===== config.mk =====
export PLATFORM = sky130hd
export DESIGN_NAME = inst_fetch_unit
export DESIGN_NICKNAME = d
export VERILOG_FILES = /design/src/rtl/inst_fetch_unit_pkg.sv /design/src/rtl/inst_fetch_unit_fifo.sv /design/src/rtl/inst_fetch_unit.sv
export SDC_FILE = /design/constraint.sdc
export NUM_CORES = 1
export LEC_CHECK = 0
export BUFFER_PORTS_ARGS = -buffer_cell sky130_fd_sc_hd__buf_4
export CORE_ASPECT_RATIO = 1.75
export CORE_MARGIN = 2
export CORE_UTILIZATION = 55
export DETAILED_ROUTE_END_ITERATION = 16
export PLACE_DENSITY_LB_ADDON = 0.15
export SLEW_MARGIN = 40
export SYNTH_ARGS = -nofsm -noshare
export SYNTH_HDL_FRONTEND = slang
export SYNTH_HIERARCHICAL = 1
export SYNTH_SLANG_ARGS = --single-unit

===== constraint.sdc =====
create_clock -name clk -period 4.86 [get_ports clk]
set_input_delay 0.486 -clock clk [delete_from_list [all_inputs] [get_ports clk]]
set_output_delay 0.486 -clock clk [all_outputs]
set_load 0.02 [all_outputs]

===== src/rtl/inst_fetch_unit_pkg.sv =====
// Shared definitions for the instruction fetch stage: HALT opcode, opcode field width and FSM states.
package inst_fetch_unit_pkg;

    localparam logic [3:0] OPC_HALT  = 4'hF;
    localparam int         OPC_WIDTH = 4;

    typedef enum logic [1:0] {
        ST_IDLE  = 2'd0,
        ST_FETCH = 2'd1,
        ST_DRAIN = 2'd2
    } state_t;

endpackage


===== src/rtl/inst_fetch_unit_fifo.sv =====
// Synchronous first-word-fall-through FIFO with flush; the head entry is visible the cycle after it is written.
module inst_fetch_unit_fifo #(
    parameter int WIDTH = 42,
    parameter int DEPTH = 4
) (
    input  logic                     clk,
    input  logic                     rst,
    input  logic                     flush,
    input  logic                     push,
    input  logic [WIDTH-1:0]         push_data,
    input  logic                     pop,
    output logic [WIDTH-1:0]         head,
    output logic                     valid,
    output logic [$clog2(DEPTH):0]   count
);

    localparam int AW = $clog2(DEPTH);

    logic [WIDTH-1:0] mem [DEPTH];
    logic [AW-1:0]    rd_ptr;
    logic [AW-1:0]    wr_ptr;
    logic [AW:0]      count_q;
    logic             do_push;
    logic             do_pop;

    assign do_push = push && (count_q != (AW+1)'(DEPTH));
    assign do_pop  = pop && (count_q != '0);

    // Flush dominates: anything pushed or popped in the flush cycle is dropped.
    always_ff @(posedge clk or posedge rst) begin
        if (rst) begin
            rd_ptr  <= '0;
            wr_ptr  <= '0;
            count_q <= '0;
        end else if (flush) begin
            rd_ptr  <= '0;
            wr_ptr  <= '0;
            count_q <= '0;
        end else begin
            if (do_push) wr_ptr <= wr_ptr + AW'(1);
            if (do_pop)  rd_ptr <= rd_ptr + AW'(1);
            count_q <= count_q + (AW+1)'(do_push) - (AW+1)'(do_pop);
        end
    end

    always_ff @(posedge clk) begin
        if (do_push && !flush) mem[wr_ptr] <= push_data;
    end

    assign head  = mem[rd_ptr];
    assign valid = (count_q != '0);
    assign count = count_q;

endmodule


===== src/rtl/inst_fetch_unit.sv =====
// Instruction fetch: credit-limited reads from instruction memory into a small queue feeding the decoder.
module inst_fetch_unit
    import inst_fetch_unit_pkg::*;
#(
    parameter int INST_WIDTH = 32,
    parameter int ADDR_WIDTH = 10,
    parameter int FIFO_DEPTH = 4
) (
    input  logic                  clk,
    input  logic                  rst,
    input  logic                  start,
    input  logic [ADDR_WIDTH-1:0] start_pc,
    input  logic                  jump_valid,
    input  logic [ADDR_WIDTH-1:0] jump_pc,
    output logic                  imem_en,
    output logic [ADDR_WIDTH-1:0] imem_addr,
    input  logic [INST_WIDTH-1:0] imem_rdata,
    output logic                  inst_valid,
    output logic [INST_WIDTH-1:0] inst_data,
    output logic [ADDR_WIDTH-1:0] inst_pc,
    input  logic                  inst_ready,
    output logic                  busy,
    output logic                  halted
);

    localparam int CW = $clog2(FIFO_DEPTH) + 1;
    localparam int EW = INST_WIDTH + ADDR_WIDTH;

    state_t                state_q, state_d;
    logic [ADDR_WIDTH-1:0] pc_q, pc_d;
    logic                  inflight_q;
    logic [ADDR_WIDTH-1:0] inflight_pc_q;
    logic                  halted_q, halted_d;

    logic                  fetch;
    logic                  push;
    logic                  flush;
    logic                  pop;
    logic                  fifo_valid;
    logic [EW-1:0]         head;
    logic [CW-1:0]         fifo_count;
    logic [CW:0]           used;
    logic                  credit_ok;
    logic                  ret_halt;

    // Queued entries plus the response returning this cycle must leave a free slot.
    assign used      = {1'b0, fifo_count} + {{CW{1'b0}}, inflight_q};
    assign credit_ok = used < (CW+1)'(FIFO_DEPTH);
    assign ret_halt  = inflight_q && (imem_rdata[INST_WIDTH-1 -: OPC_WIDTH] == OPC_HALT);
    assign pop       = fifo_valid && inst_ready;

    always_comb begin
        state_d  = state_q;
        pc_d     = pc_q;
        fetch    = 1'b0;
        push     = 1'b0;
        flush    = 1'b0;
        halted_d = 1'b0;
        case (state_q)
            ST_IDLE: begin
                if (start) begin
                    state_d = ST_FETCH;
                    pc_d    = start_pc;
                end
            end
            ST_FETCH: begin
                if (jump_valid) begin
                    flush = 1'b1;
                    pc_d  = jump_pc;
                end else if (ret_halt) begin
                    state_d = ST_DRAIN;
                end else begin
                    push = inflight_q;
                    if (credit_ok) begin
                        fetch = 1'b1;
                        pc_d  = pc_q + ADDR_WIDTH'(1);
                    end
                end
            end
            ST_DRAIN: begin
                if (jump_valid) begin
                    flush   = 1'b1;
                    pc_d    = jump_pc;
                    state_d = ST_FETCH;
                end else if (!fifo_valid) begin
                    state_d  = ST_IDLE;
                    halted_d = 1'b1;
                end
            end
            default: state_d = ST_IDLE;
        endcase
    end

    always_ff @(posedge clk or posedge rst) begin
        if (rst) begin
            state_q       <= ST_IDLE;
            pc_q          <= '0;
            inflight_q    <= 1'b0;
            inflight_pc_q <= '0;
            halted_q      <= 1'b0;
        end else begin
            state_q    <= state_d;
            pc_q       <= pc_d;
            inflight_q <= fetch;
            halted_q   <= halted_d;
            if (fetch) inflight_pc_q <= pc_q;
        end
    end

    inst_fetch_unit_fifo #(
        .WIDTH (EW),
        .DEPTH (FIFO_DEPTH)
    ) u_fifo (
        .clk       (clk),
        .rst       (rst),
        .flush     (flush),
        .push      (push),
        .push_data ({imem_rdata, inflight_pc_q}),
        .pop       (pop),
        .head      (head),
        .valid     (fifo_valid),
        .count     (fifo_count)
    );

    assign imem_en    = fetch;
    assign imem_addr  = pc_q;
    assign inst_valid = fifo_valid;
    assign inst_data  = fifo_valid ? head[EW-1 -: INST_WIDTH] : '0;
    assign inst_pc    = fifo_valid ? head[ADDR_WIDTH-1:0] : '0;
    assign busy       = (state_q != ST_IDLE);
    assign halted     = halted_q;

endmodule


==> results.cfg <==
[timing]
rsz0062_at_grt = no
finalClockSkew_ns = 0.0131
relSlewSlack_pct = 55.1
slew_viol_final = 0
period_share_pct = 61.1
fin_tns_setup_ns = 0
tightest_slew_ns = 0.673
finalSetupViolCount = 0
whs_ns = 0.257
fin_crit_ns = 2.97
hold_viol_final = 0
fmax_mhz = 337

[synthesis]
synth_seq_cells = 199
syn_area_per_cell_sq_um = 18.3
muxShareOfSynthArea_pct = 13.6
yosys_warnings = 6
async_reset_ff_share_pct = 15.6
ys_types = 52
synth-seq-area-share_pct = 69.5
synth_top_family_by_area = multiplexers
syn_inst = 457
synth-compound-area-share_pct = 4.65
ys.flop_type = edfxtp_1
synthSimpleGateAreaFrac_pct = 6.92
synth-edff-count = 168
syn_nets = 527
yosys.area_share.adder_pct = 2.03
synth_area_sq_mm = 0.00837
yosys.area_share.xor_xnor_pct = 0.732

[global_route]
grt_max_degree = 46
grt_pass1_wl_um = 24900
grt_overflow = 0
grt_usage_pct = 19.8
antenna_found_initial = 0
grt_pass1_vias = 4748

[cts]
cts_hold_buf = 1
clkSlewWorstSetupHoldPaths_ns = 0.08
insertion_delay_ns = 0.42
clock_path_buffers = 2
cts_buffers = 17
clock_sinks = 199
cts-root-buf = clkbuf_16
cts_tree = done
cts_setup_buffers = 0
cts-resized-gates = 0
htreeDepth = 4

[place]
dpl.cell_count = 736
hpwlAfterDp_um = 9660
gp_congestion = 0.799
portBuffers = 112

[finish]
nFillCells = 1078
nets = 643
layout-drive-gt1-share_pct = 36.7
seqCellArea_sq_mm = 0.00583
multi_input_area_sq_mm = 0.00235
mostFrequentLayoutCells = edfxtp_1, buf_4, and2_1
final_common_cell = edfxtp_1
final_cells = 769
area_delta_synth_final_pct = 18.7
n_antenna_cell = 0

[critical_path]
cp-start-kind = flip-flop
critPathKind = flip-flop to flip-flop
worstPathRequired_ns = 5.16
critPathCaptureType = flip-flop
path_max_fanout = 10
critical_path_arrival_ns = 3.27
reg2reg_slack_ns = 1.89

[route]
wl_per_cell_um = 20.0
dr.pass1.iters = 5
drt_iter0_markers = 198
wl_um = 15300
drtAntennaViolNets = 0
num_vias = 4445
drc_errors = 0
viasPerCell = 5.78

[flow_run]
max_cap_viol_count = 0

[pwr]
p_leak_nw = 3.58
ir_worst_vdd_mv = 0.372
power.density_mw_per_mm2 = 580

[floorplanning]
die-area_sq_mm = 0.0163
ios = 113
dieHeight_um = 167
rows = 59
start_util_pct = 56.2
core_sq_mm = 0.0149
die_x_um = 97.3

[run_status]
outcome = completed

[worst_hold_path]
worstHoldPathType = input port to flip-flop
## registers in the layout, indices dropped and copies added (netlist names)
signal,cells
u_fifo/wr_ptr,2
u_fifo/rd_ptr,2
imem_addr,10
u_fifo/count,3
halted,1
state_q,2
inflight_pc_q,10
u_fifo/mem,168
inflight_q,1
## Yosys cell counts, types with 5 or more instances
library cell,instances,area [sq um]
nand2_1,5,18.8
nor2_1,19,71.3
dfrtp_1,31,776
mux4_2,38,856
and2_1,48,300
buf_2,7,35.0
a21oi_1,9,45.0
edfxtp_1,168,5040
ha_1,12,150
o31ai_1,5,37.5
mux2_2,15,169
inv_1,11,41.3
clkbuf_1,6,22.5
o21ai_0,7,35.0
## layout make-up
class	instances	area share (%)
Clock inverter	14	1.76
Timing Repair Buffer	117	8.86
Tap cell	183	2.30
Inverter	12	0.453
Multi-Input combinational cell	226	23.7
Clock buffer	18	4.32
Sequential cell	199	58.6
## critical path: stages (launching register included)
cell and delay (ns):
dfrtp_1 0.44, inv_1 0.10, ha_1 0.28, and2b_1 0.37
and3_1 0.24, a21boi_2 0.24, inv_1 0.07, ha_1 0.27
inv_1 0.06, ha_1 0.13, inv_1 0.05, fa_1 0.38
xnor2_1 0.16, nor2_1 0.05
## layer usage
| metal | wire, um | track usage (%) |
|---|---|---|
| met5 | 0 | 0 |
| met4 | 246 | 6.22 |
| met3 | 704 | 4.67 |
| met2 | 8520 | 35.4 |
| met1 | 5880 | 23.8 |
## per-stage QoR
stage / utilization (%) / setup slack, ns / cell area (sq um) / total power, W
5_1_grt: 66.7 / 1.75 / 9940 / 0.00607
2_1_floorplan: - / 1.78 / 8370 / 0.00372
3_3_place_gp: 62.5 / 1.90 / 9320 / 0.00438
4_1_cts: 66.7 / 1.67 / 9940 / 0.00583
6_report: 66.7 / 1.89 / 9940 / 0.00577
3_5_place_dp: 62.5 / 1.92 / 9330 / 0.00443
## power breakdown
part	internal (W)	switching [W]
clock network	0.000742	0.000654
registers	0.00205	0.000304
logic	0.00100	0.00101
## logic make-up (layout without fill, tap and decap cells)
kind of cell	after synthesis	in the layout
AND/OR/NAND/NOR	100	100
XOR/XNOR	7	7
flip-flops	199	199
buffers and inverters	32	161
multiplexers	58	58
adder cells (fa/ha/maj)	13	13
AO/OA/AOI/OAI	48	48
## path summary, 6_finish.rpt
kind	start	end	cells after the start
setup reg to reg	state_q[1]	u_fifo/count[2]	13
setup / recovery	state_q[1]	u_fifo/count[2]	13
min in group asynchronous	rst	u_fifo/wr_ptr[1]	3
max in group asynchronous	rst	inflight_pc_q[8]	3
hold / removal	imem_rdata[14]	u_fifo/mem[0][24]	1
hold reg to reg	inflight_pc_q[3]	u_fifo/mem[0][3]	0
Power figures use the tool's default switching activity.
